<file path="src/rtl/aes_spi_pkg.sv">
`default_nettype none
// ============================================================================
// Module      : aes_spi_pkg
// Description : Shared types and constants for the SPI cipher front end.
// Revision    : 1.0 - initial release
// ============================================================================
package aes_spi_pkg;

    typedef enum logic [2:0] {
        IDLE     = 3'd0,
        RX_MSG   = 3'd1,
        RX_KEY   = 3'd2,
        WAIT_RES = 3'd3,
        TX       = 3'd4
    } state_t;

    localparam int MSG_W_DEFAULT = 128;
    localparam int CNT_FLOOR     = 256;

    function automatic int KEY_W(input int nk);
        return 32 * nk;
    endfunction

endpackage
`default_nettype wire

</file>
<file path="src/rtl/spi_shift_reg.sv">
`default_nettype none
// ============================================================================
// Module      : spi_shift_reg
// Description : MSB-first shift register, serial-in/parallel-out with
//               parallel load for serial-out.
// Revision    : 1.0 - initial release
// ============================================================================
module spi_shift_reg #(
    parameter int WIDTH = 8
) (
    input  logic             clk,
    input  logic             rst,
    input  logic             i_shift_en,
    input  logic             i_load_en,
    input  logic [WIDTH-1:0] i_load_data,
    input  logic             i_serial_in,
    output logic [WIDTH-1:0] o_q
);

    logic [WIDTH-1:0] r_q;

    always_ff @(posedge clk) begin
        if (rst) begin
            r_q <= '0;
        end else if (i_load_en) begin
            r_q <= i_load_data;
        end else if (i_shift_en) begin
            r_q <= {r_q[WIDTH-2:0], i_serial_in};
        end
    end

    assign o_q = r_q;

endmodule
`default_nettype wire

</file>
<file path="src/rtl/spi_slave_frontend.sv">
`default_nettype none
// ============================================================================
// Module      : spi_slave_frontend
// Description : Serial frame receiver (message + key) and result transmitter
//               for a block cipher core. SPI_FRAME_PARITY_EN adds a trailing
//               even-parity bit to every received frame.
// Revision    : 1.0 - initial release
// ============================================================================
module spi_slave_frontend
    import aes_spi_pkg::*;
#(
    parameter int NK    = 4,
    parameter int MSG_W = MSG_W_DEFAULT
) (
    input  logic               clk,
    input  logic               rst,
    input  logic               cs_enc,
    input  logic               Mosi,
    output logic               Miso,
    output logic [MSG_W-1:0]   msg_out,
    output logic [32*NK-1:0]   key_out,
    output logic               blk_valid,
    input  logic [MSG_W-1:0]   res_in,
    input  logic               res_valid,
    output logic               data_done,
    output logic               frame_err
);

    localparam int KEY_BITS = KEY_W(NK);
    localparam int FRAME_W  = MSG_W + KEY_BITS;
`ifdef SPI_FRAME_PARITY_EN
    localparam int PAR_BITS = 1;
    localparam int RX_W     = FRAME_W;
`else
    localparam int PAR_BITS = 0;
    // The final frame bit is taken straight from Mosi, so one bit less is stored.
    localparam int RX_W     = FRAME_W - 1;
`endif
    localparam int CNT_MAX  = ((MSG_W > CNT_FLOOR) ? MSG_W : CNT_FLOOR) + PAR_BITS;
    localparam int CNT_W    = $clog2(CNT_MAX + 1);
    localparam logic [CNT_W-1:0] c_msg_last = CNT_W'(MSG_W - 1);
    localparam logic [CNT_W-1:0] c_key_last = CNT_W'(KEY_BITS - 1 + PAR_BITS);

    state_t             r_state;
    state_t             w_state_nxt;
    logic [CNT_W-1:0]   r_cnt;
    logic [CNT_W-1:0]   w_cnt_nxt;
    logic               w_shift;
    logic               w_tx_load;
    logic               w_out_load;
    logic               w_err_set;
    logic               w_done_set;
    logic [RX_W-1:0]    w_sr_q;
    logic [RX_W-1:0]    w_load_data;
    logic [FRAME_W-1:0] w_frame;
    logic               r_blk_valid;
    logic               r_data_done;
    logic               r_frame_err;
    logic [MSG_W-1:0]   r_msg;
    logic [KEY_BITS-1:0] r_key;

    // One register serves both directions: RX contents are copied out before TX loads.
    assign w_load_data = {res_in, {(RX_W - MSG_W){1'b0}}};

    spi_shift_reg #(
        .WIDTH (RX_W)
    ) u_shift_reg (
        .clk         (clk),
        .rst         (rst),
        .i_shift_en  (w_shift),
        .i_load_en   (w_tx_load),
        .i_load_data (w_load_data),
        .i_serial_in (Mosi),
        .o_q         (w_sr_q)
    );

`ifdef SPI_FRAME_PARITY_EN
    logic r_par;

    assign w_frame = w_sr_q;

    always_ff @(posedge clk) begin
        if (rst) begin
            r_par <= 1'b0;
        end else if (w_shift && (r_state != TX)) begin
            r_par <= ((r_state == IDLE) ? 1'b0 : r_par) ^ Mosi;
        end
    end
`else
    assign w_frame = {w_sr_q, Mosi};
`endif

    always_ff @(posedge clk) begin
        if (rst) begin
            r_state <= IDLE;
            r_cnt   <= '0;
        end else begin
            r_state <= w_state_nxt;
            r_cnt   <= w_cnt_nxt;
        end
    end

    always_comb begin
        w_state_nxt = r_state;
        w_cnt_nxt   = r_cnt;
        w_shift     = 1'b0;
        w_tx_load   = 1'b0;
        w_out_load  = 1'b0;
        w_err_set   = 1'b0;
        w_done_set  = 1'b0;
        case (r_state)
            IDLE: begin
                if (cs_enc) begin
                    w_shift     = 1'b1;
                    w_cnt_nxt   = CNT_W'(1);
                    w_state_nxt = RX_MSG;
                end
            end
            RX_MSG: begin
                if (!cs_enc) begin
                    w_err_set   = 1'b1;
                    w_cnt_nxt   = '0;
                    w_state_nxt = IDLE;
                end else begin
                    w_shift = 1'b1;
                    if (r_cnt == c_msg_last) begin
                        w_cnt_nxt   = '0;
                        w_state_nxt = RX_KEY;
                    end else begin
                        w_cnt_nxt = r_cnt + CNT_W'(1);
                    end
                end
            end
            RX_KEY: begin
                if (!cs_enc) begin
                    w_err_set   = 1'b1;
                    w_cnt_nxt   = '0;
                    w_state_nxt = IDLE;
                end else if (r_cnt == c_key_last) begin
                    w_cnt_nxt = '0;
`ifdef SPI_FRAME_PARITY_EN
                    if (r_par == Mosi) begin
                        w_out_load  = 1'b1;
                        w_state_nxt = WAIT_RES;
                    end else begin
                        w_err_set   = 1'b1;
                        w_state_nxt = IDLE;
                    end
`else
                    w_shift     = 1'b1;
                    w_out_load  = 1'b1;
                    w_state_nxt = WAIT_RES;
`endif
                end else begin
                    w_shift   = 1'b1;
                    w_cnt_nxt = r_cnt + CNT_W'(1);
                end
            end
            WAIT_RES: begin
                if (res_valid) begin
                    w_tx_load   = 1'b1;
                    w_cnt_nxt   = '0;
                    w_state_nxt = TX;
                end
            end
            TX: begin
                if (cs_enc) begin
                    w_shift = 1'b1;
                    if (r_cnt == c_msg_last) begin
                        w_done_set  = 1'b1;
                        w_cnt_nxt   = '0;
                        w_state_nxt = IDLE;
                    end else begin
                        w_cnt_nxt = r_cnt + CNT_W'(1);
                    end
                end
            end
            default: begin
                w_state_nxt = IDLE;
            end
        endcase
    end

    always_ff @(posedge clk) begin
        if (rst) begin
            r_blk_valid <= 1'b0;
            r_data_done <= 1'b0;
            r_frame_err <= 1'b0;
            r_msg       <= '0;
            r_key       <= '0;
        end else begin
            r_blk_valid <= w_out_load;
            r_data_done <= w_done_set;
            r_frame_err <= w_err_set;
            if (w_out_load) begin
                r_msg <= w_frame[FRAME_W-1 -: MSG_W];
                r_key <= w_frame[KEY_BITS-1:0];
            end
        end
    end

    assign Miso      = (r_state == TX) & w_sr_q[RX_W-1];
    assign msg_out   = r_msg;
    assign key_out   = r_key;
    assign blk_valid = r_blk_valid;
    assign data_done = r_data_done;
    assign frame_err = r_frame_err;

endmodule
`default_nettype wire

</file>
<file path="config.mk">
export PLATFORM = sky130hd
export DESIGN_NAME = spi_slave_frontend
export DESIGN_NICKNAME = d
export VERILOG_FILES = /design/src/rtl/aes_spi_pkg.sv /design/src/rtl/spi_shift_reg.sv /design/src/rtl/spi_slave_frontend.sv
export SDC_FILE = /design/constraint.sdc
export NUM_CORES = 1
export LEC_CHECK = 0
export CAP_MARGIN = 40
export CELL_PAD_IN_SITES_DETAIL_PLACEMENT = 2
export CELL_PAD_IN_SITES_GLOBAL_PLACEMENT = 2
export CORE_MARGIN = 4
export CORE_UTILIZATION = 31
export CTS_CLUSTER_DIAMETER = 150
export CTS_CLUSTER_SIZE = 8
export DETAILED_ROUTE_END_ITERATION = 10
export GPL_TIMING_DRIVEN = 0
export PLACE_DENSITY_LB_ADDON = 0.1
export SYNTH_ARGS = -nofsm -noshare
export SYNTH_HDL_FRONTEND = slang
export SYNTH_SLANG_ARGS = --single-unit
</file>
<file path="constraint.sdc">
create_clock -name clk -period 4.6 [get_ports clk]
set_input_delay 0.46 -clock clk [delete_from_list [all_inputs] [get_ports clk]]
set_output_delay 0.46 -clock clk [all_outputs]
set_load 0.1 [all_outputs]
</file>
# --- Word-level counts from Yosys, hierarchy flattened ---
# Index checks and enable logic that the tools add are counted.
totals:
  reg_bits: 526
  inputBits: 133
  output_inout_bits: 260
  word_cells: 59
op_classes:
  n_addsub: 1
  eq_ne: 11
  mux: 25
  bitwise_logic: 3
  n_reduce_logical: 10
ops:
  columns: ["operator", "count"]
  rows:
  - ["$mux 255", 2]
  - ["$mux 9", 5]
  - ["$pmux 9 s4", 1]
  - ["$mux 3", 8]
  - ["$pmux 3 s5", 1]
  - ["$add 9x1->9 const B", 1]
  - ["$eq 9x7->1 const B", 1]
  - ["$mux 1", 8]
  - ["$ne 2x2->1 const B", 4]
  - ["$reduce_or 2->1", 4]
  - ["$eq 3x2->1 const B", 2]
  - ["$ne 3x3->1 const B", 2]
  - ["$reduce_and 6->1", 1]
  - ["$reduce_and 4->1", 1]
  - ["$reduce_bool 4->1", 1]
  - ["$reduce_or 4->1", 1]
  - ["$eq 3x1->1 const B", 1]
  - ["$eq 3x3->1 const B", 1]
  - ["$logic_not 3->1", 1]
  - ["$not 1->1", 2]
  - ["$reduce_bool 2->1", 1]
  - ["$and 1x1->1", 1]

# --- Depth between registers and ports, before layout ---
# Gate-level depths: netlist of the first run.
logic_depth:
  depth_word: 5
  depth_mapped: 9
  depth_no_buf: 5

# --- Modules after synthesis ---
# A second synthesis of the first run with hierarchy kept.
hier_totals:
  cells_unflattened: 2353
  hier_area_um2: 22829.4
modules_own_cells:
  columns: ["mod", "n_inst", "cells_each", "area_each_um2", "seq_area_each_um2"]
  rows:
  - ["spi_shift_reg", 1, 1134, 13090.1, 5104.9]
  - ["spi_slave_frontend", 1, 1219, 9739.3, 5425.2]

# --- Worst setup path before layout of the first run ---
# No wires, ideal clock.
synth_path:
  path_type: "register -> output"
  start: "register r_state[0]"
  end: "output port Miso"
  arrival_ps: 1383
  required_ps: 4140
  setup_slack_ps: 2757
  path_stages_with_launch: 4
  n_path_buf: 1
  path_cell_list: "dfxtp_1 -> buf_6 -> nor2_1 -> and3_1"
synth_via:
  elab_chain_len: 2
synth_rtl:
  columns: ["item", "line_no", "text"]
  rows:
  - ["start: declaration", "spi_slave_frontend.sv:44", "state_t r_state;"]
  - ["start signal: assignment", "spi_slave_frontend.sv:98", "r_state <= w_state_nxt;"]
  - ["$eq 3x3->1", "spi_slave_frontend.sv:202", "assign Miso = (r_state == TX) & w_sr_q[RX_W-1];"]
  - ["$and 1x1->1", "spi_slave_frontend.sv:202", null]
  - ["end: declaration", "spi_slave_frontend.sv:19", "output logic Miso,"]
# No other way between the ends.

# --- Worst setup path in the final report of the first run ---
layout_path:
  start: "register r_cnt[0]"
  end: "register r_key[26], in the netlist key_out[26]"
layout_via:
  elab_chain_len: 4
layout_rtl:
  columns: ["item", "line_no", "text"]
  rows:
  - ["start: declaration", "spi_slave_frontend.sv:46", "logic [CNT_W-1:0] r_cnt;"]
  - ["start signal: assignment", "spi_slave_frontend.sv:99", "r_cnt <= w_cnt_nxt;"]
  - ["$eq 9x7->1", "spi_slave_frontend.sv:139", "end else if (r_cnt == c_key_last) begin"]
  - ["$mux 1", "spi_slave_frontend.sv:139", null]
  - ["$mux 1", null, null]
  - ["$mux 1", "spi_slave_frontend.sv:111", "case (r_state)"]
  - ["end signal: assignment", "spi_slave_frontend.sv:197", "r_key <= w_frame[KEY_BITS-1:0];"]
  - ["end: declaration", "spi_slave_frontend.sv:60", "logic [KEY_BITS-1:0] r_key;"]
# No other way between the ends.
# A chain may end at the register's enable or synchronous reset.

==> flow_metrics.env, run 1 <==
export IMPL_outcome="finished clean"
export IMPL_post_route_period_util_pct=64.7
export IMPL_core_rowCount=91
export IMPL_synth_top_cells_by_area="dfxtp_1 (55%), nand2_1 (20%), a21oi_1 (10%)"
export IMPL_synth_ff_latch_count=526
export IMPL_dr_iter_0_viols=1000
export IMPL_cts_root_buffer_cell="clkbuf_16"
export IMPL_cts_tree="yes"
export IMPL_slew_limit_headroom_pct=40.9
export IMPL_timing_setup_tns_ps=0
export IMPL_rsz_0062_raised_after_global_routing="no"
export IMPL_first_global_vias=24600
export IMPL_vdd_drop_max_v=0.000291
export IMPL_cts_sinks=526
export IMPL_postSynth_topFlopCell="dfxtp_1"
export IMPL_post_synthesis_adder_cell_area_fraction_pct=0.0648
export IMPL_global_route_overflow_total=0
export IMPL_numPortBuffers=392
export IMPL_cts_resized_gates=0
export IMPL_route_final_wire_length_mm=104
export IMPL_post_route_min_period_ps=2980
export IMPL_synthesis_area_um2=19300
export IMPL_core_box_area_um2=61700
export IMPL_tightestPinTransition_ps=886
export IMPL_synth_net_count=2606
export IMPL_clkTransAtPathRegs_ps=50
export IMPL_syn_area_per_cell_um2=7.81
export IMPL_p_leak_nw=10.7
export IMPL_remaining_drc_errors=0
export IMPL_final_layout_size_suffix_gt1_share_pct=12.7
export IMPL_critPathLaunchType="register"
export IMPL_maxCapViolations=0
export IMPL_viasPerCell=5.22
export IMPL_die_area_um2=66400
export IMPL_die_width_um=258
export IMPL_gp_routability_congestion=0.794
export IMPL_final_design_area_no_fill_um2=31500
export IMPL_layoutNonFillerInstCount=4056
export IMPL_global_route_usage_total_pct=30.3
export IMPL_antenna_found_initial=10
export IMPL_largest_family_of_logic_cells_by_synthesized_area="simple AND/OR/NAND/NOR gates"
export IMPL_edff_count_synth=0
export IMPL_worstPathRequired_ps=5110
export IMPL_syn2layout_area_growth_pct=63.3
export IMPL_worst_hold_path_type="in -> reg"
export IMPL_timing_critical_path_to_type="register"
export IMPL_fmax_ghz=0.336
export IMPL_finalClockSkew_ps=21.7
export IMPL_fill_cells=6448
export IMPL_die_h_um=258
export IMPL_cts_buffers_inserted=75
export IMPL_crit_path_category="reg -> reg"
export IMPL_setup_viol=0
export IMPL_yosysTopAreaCell="dfxtp_1"
export IMPL_syn_instance_count=2472
export IMPL_postRouteAntennaNets=0
export IMPL_post_cts_setup_buffers=0
export IMPL_cts_path_max_buffers=3
export IMPL_place_detailed_instances=3967
export IMPL_final_net_count=3341
export IMPL_synthMuxAreaShare_pct=0.0518
export IMPL_htreeDepth=3
export IMPL_synth_simple_gate_area_share_pct=23.8
export IMPL_initial_standard_cell_utilization_of_the_core_pct=31.3
export IMPL_post_synth_xor_area_fraction_pct=0.181
export IMPL_synth_async_sr_flop_share_pct=0
export IMPL_slew_viol_final=0
export IMPL_synth_yosys_warnings=0
export IMPL_synth_cell_types=38
export IMPL_fin_worst_hold_slack_ps=451
export IMPL_cts_hold_fix_buffers=0
export IMPL_placement_cell_area_um2=29500
export IMPL_route_detailed_wl_per_inst_um=25.6
export IMPL_synth_compound_area_share_pct=16.6
export IMPL_synth_seq_area_share_pct=54.5
export IMPL_timing_hold_violations_final=0
export IMPL_drtPass1Iterations=5
export IMPL_cp_max_fo=10
export IMPL_ioPinCount=393
export IMPL_grt_max_degree=11
export IMPL_grt_first_pass_wirelength_mm=157
export IMPL_hpwl_mm=72.0
export IMPL_clock_insertion_delay_worst_skew_ps=600
export IMPL_cp_arrival_ps=3480
export IMPL_yosys_area_top_type_share_pct=54.5
export IMPL_power_density_nw_per_um2=319
export IMPL_via_count=21200
## worst max-delay path, stage by stage (launching register included)
cell,delay (ps)
dfxtp_1,360
ha_1,260
and4_1,210
clkbuf_1,160
nand3_1,330
clkbuf_1,650
clkbuf_1,460
nand2_1,170
a21oi_1,280
## where the power goes
group | leakage (nW) | total (mW) | switching, mW | internal, mW
Sequential | 4.23 | 4.57 | 0.00380 | 4.57
Clock | 0.994 | 5.11 | 2.11 | 3.00
Combinational | 5.50 | 0.391 | 0.250 | 0.141
## kinds of logic after synthesis
group                    Yosys count
AND/OR/NAND/NOR                 1197
AO/OA/AOI/OAI                    535
flip-flops                       526
buffers and inverters            208
XOR/XNOR                           4
multiplexers                       1
adder cells (fa/ha/maj)            1
## final cells by class
cell class	instances	area [µm²]	share of cell area, %
inverter	2	7.51	0.0238
clock buffer	79	1970	6.23
antenna	6	15.0	0.0476
buffer	206	923	2.93
timing repair buffer	658	9130	29.0
tap	837	1050	3.32
multi-input combinational	1738	7850	24.9
clock inverter	4	57.6	0.183
sequential	526	10500	33.4
## path summary, 6_finish.rpt
kind | cells after the start | to | startpoint | slack [ps]
setup / recovery | 8 | key_out[26]$_SDFFE_PP0P_ | r_cnt[0]$_SDFFE_PP0P_ | 1620
hold / removal | 3 | u_shift_reg.o_q[129]$_SDFFE_PP0P_ | res_in[2] | 450
setup reg to reg | 8 | key_out[26]$_SDFFE_PP0P_ | r_cnt[0]$_SDFFE_PP0P_ | 1620
hold reg to reg | 2 | msg_out[125]$_SDFFE_PP0P_ | msg_out[125]$_SDFFE_PP0P_ | 460
## synthesized netlist by cell type (3+ instances only)
| cell type | number |
|---|---|
| nand2_1 | 1027 |
| dfxtp_1 | 526 |
| a21oi_1 | 388 |
| clkbuf_1 | 139 |
| nor2_1 | 131 |
| a311oi_1 | 128 |
| buf_2 | 30 |
| buf_4 | 24 |
| buf_1 | 10 |
| nor3_1 | 9 |
| nand3_1 | 8 |
| a211oi_1 | 5 |
| or4_1 | 5 |
| o21ai_0 | 4 |
| buf_6 | 3 |
| nor4_1 | 3 |
| o21a_1 | 3 |
| o31ai_1 | 3 |
| xnor2_1 | 3 |
## cells in the final DEF, fill, tap and decap left out, types with 4 or more instances in the layout
cell type,netlist,layout
a311oi_1,128,128
a21oi_1,388,388
clkbuf_16,0,78
diode_2,0,6
buf_4,24,24
buf_8,0,165
buf_16,0,98
nor2_1,131,131
nor3_1,9,9
clkdlybuf4s50_1,0,392
nand3_1,8,8
o21ai_0,4,4
nand2_1,1027,1027
dfxtp_1,526,526
clkbuf_1,139,139
buf_2,30,30
a211oi_1,5,5
or4_1,5,5
buf_1,10,10
buf_6,3,6
## registers in the layout (all words and copies together) (netlist names)
| register | count |
|---|---|
| u_shift_reg.o_q | 255 |
| key_out | 128 |
| msg_out | 128 |
| r_cnt | 9 |
| r_state | 3 |
| blk_valid | 1 |
| data_done | 1 |
| frame_err | 1 |
## routing by layer
metal	global-route usage [%]	up-vias	wire length, µm
met5	0	-	48
met4	10.3	8	3690
met3	5.13	218	3990
met2	59.6	584	57100
met1	32.6	10800	39000
li1	-	9614	-
## stage by stage
stage	setup slack, ps	total power [mW]	util, %
after floorplan	2760	4.81	-
after global placement	1430	5.02	39.4
after detailed placement	1330	5.04	47.8
after CTS	1570	10.1	51.1
after global routing	1470	10.4	51.1
final	1620	10.1	51.1
No activity file was read; power rests on OpenSTA's default activity.
==> run 2, diff against run 1 <==
--- a/config.mk
+++ b/config.mk
@@ -9,7 +9,7 @@
 export CELL_PAD_IN_SITES_DETAIL_PLACEMENT = 2
 export CELL_PAD_IN_SITES_GLOBAL_PLACEMENT = 2
 export CORE_MARGIN = 4
-export CORE_UTILIZATION = 31
+export CORE_UTILIZATION = 29
 export CTS_CLUSTER_DIAMETER = 150
 export CTS_CLUSTER_SIZE = 8
 export DETAILED_ROUTE_END_ITERATION = 10
==> constraint.sdc (replaced) <==
create_clock -name clk -period 3.07 [get_ports clk]
set_input_delay 0.307 -clock clk [delete_from_list [all_inputs] [get_ports clk]]
set_output_delay 0.307 -clock clk [all_outputs]
set_load 0.1 [all_outputs]
==> run 2 against run 1 <==
- register-to-register slack worse by 1400 ps
- fmax is 5.1% higher
- sequential share of layout area barely moved
- total power grew 47%
- highest routed layer unchanged
- via count is 3.3% lower
- wire length is 10% lower
- non-clock buffer count rose by 3
- clock skew is essentially flat
- core utilization is 3.3 points lower
- die area is 6.7% higher
- worst setup slack got worse by 1400 ps
- critical path depth is 1 higher
==> flow_metrics.env, run 2 (synthesized netlist as in run 1, its figures left out) <==
export IMPL_critPathLaunchType="register"
export IMPL_drt_met1_wl_mm=35.7
export IMPL_place_detailed_instances=3997
export IMPL_worstPathRequired_ps=3580
export IMPL_route_detailed_wl_per_inst_um=22.7
export IMPL_outcome="finished clean"
export IMPL_post_route_min_period_ps=2830
export IMPL_viasPerCell=5.00
export IMPL_maxCapViolations=0
export IMPL_via_count=20500
export IMPL_critical_path_endpoint="key_out[100]$_SDFFE_PP0P_"
export IMPL_worst_hold_path_type="in -> reg"
export IMPL_cts_tree="yes"
export IMPL_placement_cell_area_um2=29500
export IMPL_finalClockSkew_ps=22.1
export IMPL_detailroute_wirelength_met2_mm=50.0
export IMPL_initial_standard_cell_utilization_of_the_core_pct=29.3
export IMPL_largest_register_ffs=255
export IMPL_drtPass1Iterations=6
export IMPL_fin_worst_hold_slack_ps=303
export IMPL_antenna_found_initial=12
export IMPL_timing_critical_path_to_type="register"
export IMPL_cts_path_max_buffers=3
export IMPL_global_route_usage_total_pct=25.5
export IMPL_routed_wl_met3_mm=3.50
export IMPL_setup_viol=0
export IMPL_vdd_drop_max_v=0.000347
export IMPL_worst_setup_slack_for_register_to_register_paths_ps=240
export IMPL_cts_hold_fix_buffers=0
export IMPL_final_design_area_no_fill_um2=31500
export IMPL_finalCoreUtilization_pct=47.8
export IMPL_origin_of_the_worst_setup_path="r_cnt[0]$_SDFFE_PP0P_"
export IMPL_most_common_library_cell_in_the_layout_ignoring_fill_and_taps="nand2_1"
export IMPL_p_total_mw=14.8
export IMPL_final_net_count=3344
export IMPL_remaining_drc_errors=0
export IMPL_grt_first_pass_wirelength_mm=141
export IMPL_die_h_um=266
export IMPL_dr_iter_0_viols=806
export IMPL_clock_insertion_delay_worst_skew_ps=610
export IMPL_cp_arrival_ps=3340
export IMPL_cts_buffers_inserted=75
export IMPL_slew_viol_final=0
export IMPL_final_layout_size_suffix_gt1_share_pct=12.8
export IMPL_fmax_ghz=0.353
export IMPL_die_width_um=266
export IMPL_power_density_nw_per_um2=471
export IMPL_crit_reg2reg_capture="key_out[100]$_SDFFE_PP0P_"
export IMPL_r2r_start="r_cnt[0]$_SDFFE_PP0P_"
export IMPL_ioPinCount=393
export IMPL_p_leak_nw=10.7
export IMPL_global_route_overflow_total=0
export IMPL_cts_sinks=526
export IMPL_worst_hold_startpoint="res_in[2]"
export IMPL_rsz_0062_raised_after_global_routing="no"
export IMPL_core_box_area_um2=65900
export IMPL_worst_r2r_cell_count=9
export IMPL_final_cell_mix="nand2_1 (1027), dfxtp_1 (526), clkdlybuf4s50_1 (392)"
export IMPL_crit_path_category="reg -> reg"
export IMPL_gp_routability_congestion=0.774
export IMPL_route_final_wire_length_mm=93.0
export IMPL_timing_hold_violations_final=0
export IMPL_syn2layout_area_growth_pct=63.1
export IMPL_slew_limit_headroom_pct=48.5
export IMPL_postRouteAntennaNets=0
export IMPL_clkTransAtPathRegs_ps=50
export IMPL_post_route_period_util_pct=92.2
export IMPL_die_area_um2=70800
export IMPL_grt_max_degree=11
export IMPL_top_layer_used="met5"
export IMPL_core_rowCount=94
export IMPL_first_global_vias=23400
export IMPL_layoutNonFillerInstCount=4091
export IMPL_numPortBuffers=392
export IMPL_cp_max_fo=10
export IMPL_hpwl_mm=69.9
export IMPL_tightestPinTransition_ps=772
export IMPL_htreeDepth=3
export IMPL_cts_root_buffer_cell="clkbuf_16"
==> run 2: cell types whose count changed in the layout (fill, tap and decap cells not counted), sizes merged <==
cell,before,now
diode,6,12
buf,333,336
inv,3,6
clkinv,3,2
clkbuf,218,215
==> run 2: metal layers <==
layer	up-vias	GRT usage [%]
met5	-	0.878
li1	9635	-
met4	8	10.4
met3	207	4.44
met1	10200	28.0
met2	452	48.1
==> run 2: cell type report <==
type | instances | area, µm²
Clock inverter | 6 | 67.6
Multi-Input combinational cell | 1738 | 7850
Sequential cell | 526 | 10500
Fill cell | 7001 | 34400
Clock buffer | 76 | 1890
Inverter | 2 | 7.51
Tap cell | 864 | 1080
Antenna cell | 12 | 30.0
Timing Repair Buffer | 661 | 9110
Buffer | 206 | 925
==> run 2: how the worst min path moves through the flow <==
stage,endpoint,slack (ps),depth (start not counted)
3_3_place_gp,msg_out[24]$_SDFFE_PP0P_,450,2
5_1_grt,u_shift_reg.o_q[174]$_SDFFE_PP0P_,300,3
3_5_place_dp,msg_out[84]$_SDFFE_PP0P_,450,2
4_1_cts,u_shift_reg.o_q[129]$_SDFFE_PP0P_,270,3
6_report,u_shift_reg.o_q[129]$_SDFFE_PP0P_,300,3
2_1_floorplan,frame_err$_SDFF_PP0_,390,1
==> run 2: worst max-delay path: stages, from the launching register on <==
cell and delay [ps]:
dfxtp_1 360, ha_1 250, and4_1 220, clkbuf_1 150, nand3_1 380, clkbuf_1 350, buf_6 220, clkbuf_1 420
nand2_1 130, a21oi_1 260
==> run 2: repair_timing <==
item | in CTS | in global routing
endpoints found under the hold margin | 0 | 0
resized for setup | 0 | 2
setup buffers | 0 | 0
setup endpoints to repair | 0 | 13
==> run 2: stage by stage <==
stage	TNS [ps]	setup WS, ps
after floorplan	0	1240
after global placement	-24000	-183
after detailed placement	-1460	-88.7
after CTS	0	45.8
after global routing	0	76.5
final	0	239
==> run 2: where the power goes <==
group | internal, mW | switching, mW
registers | 6.84 | 0.00517
clock network | 4.33 | 3.07
logic | 0.212 | 0.364
total | 11.4 | 3.44
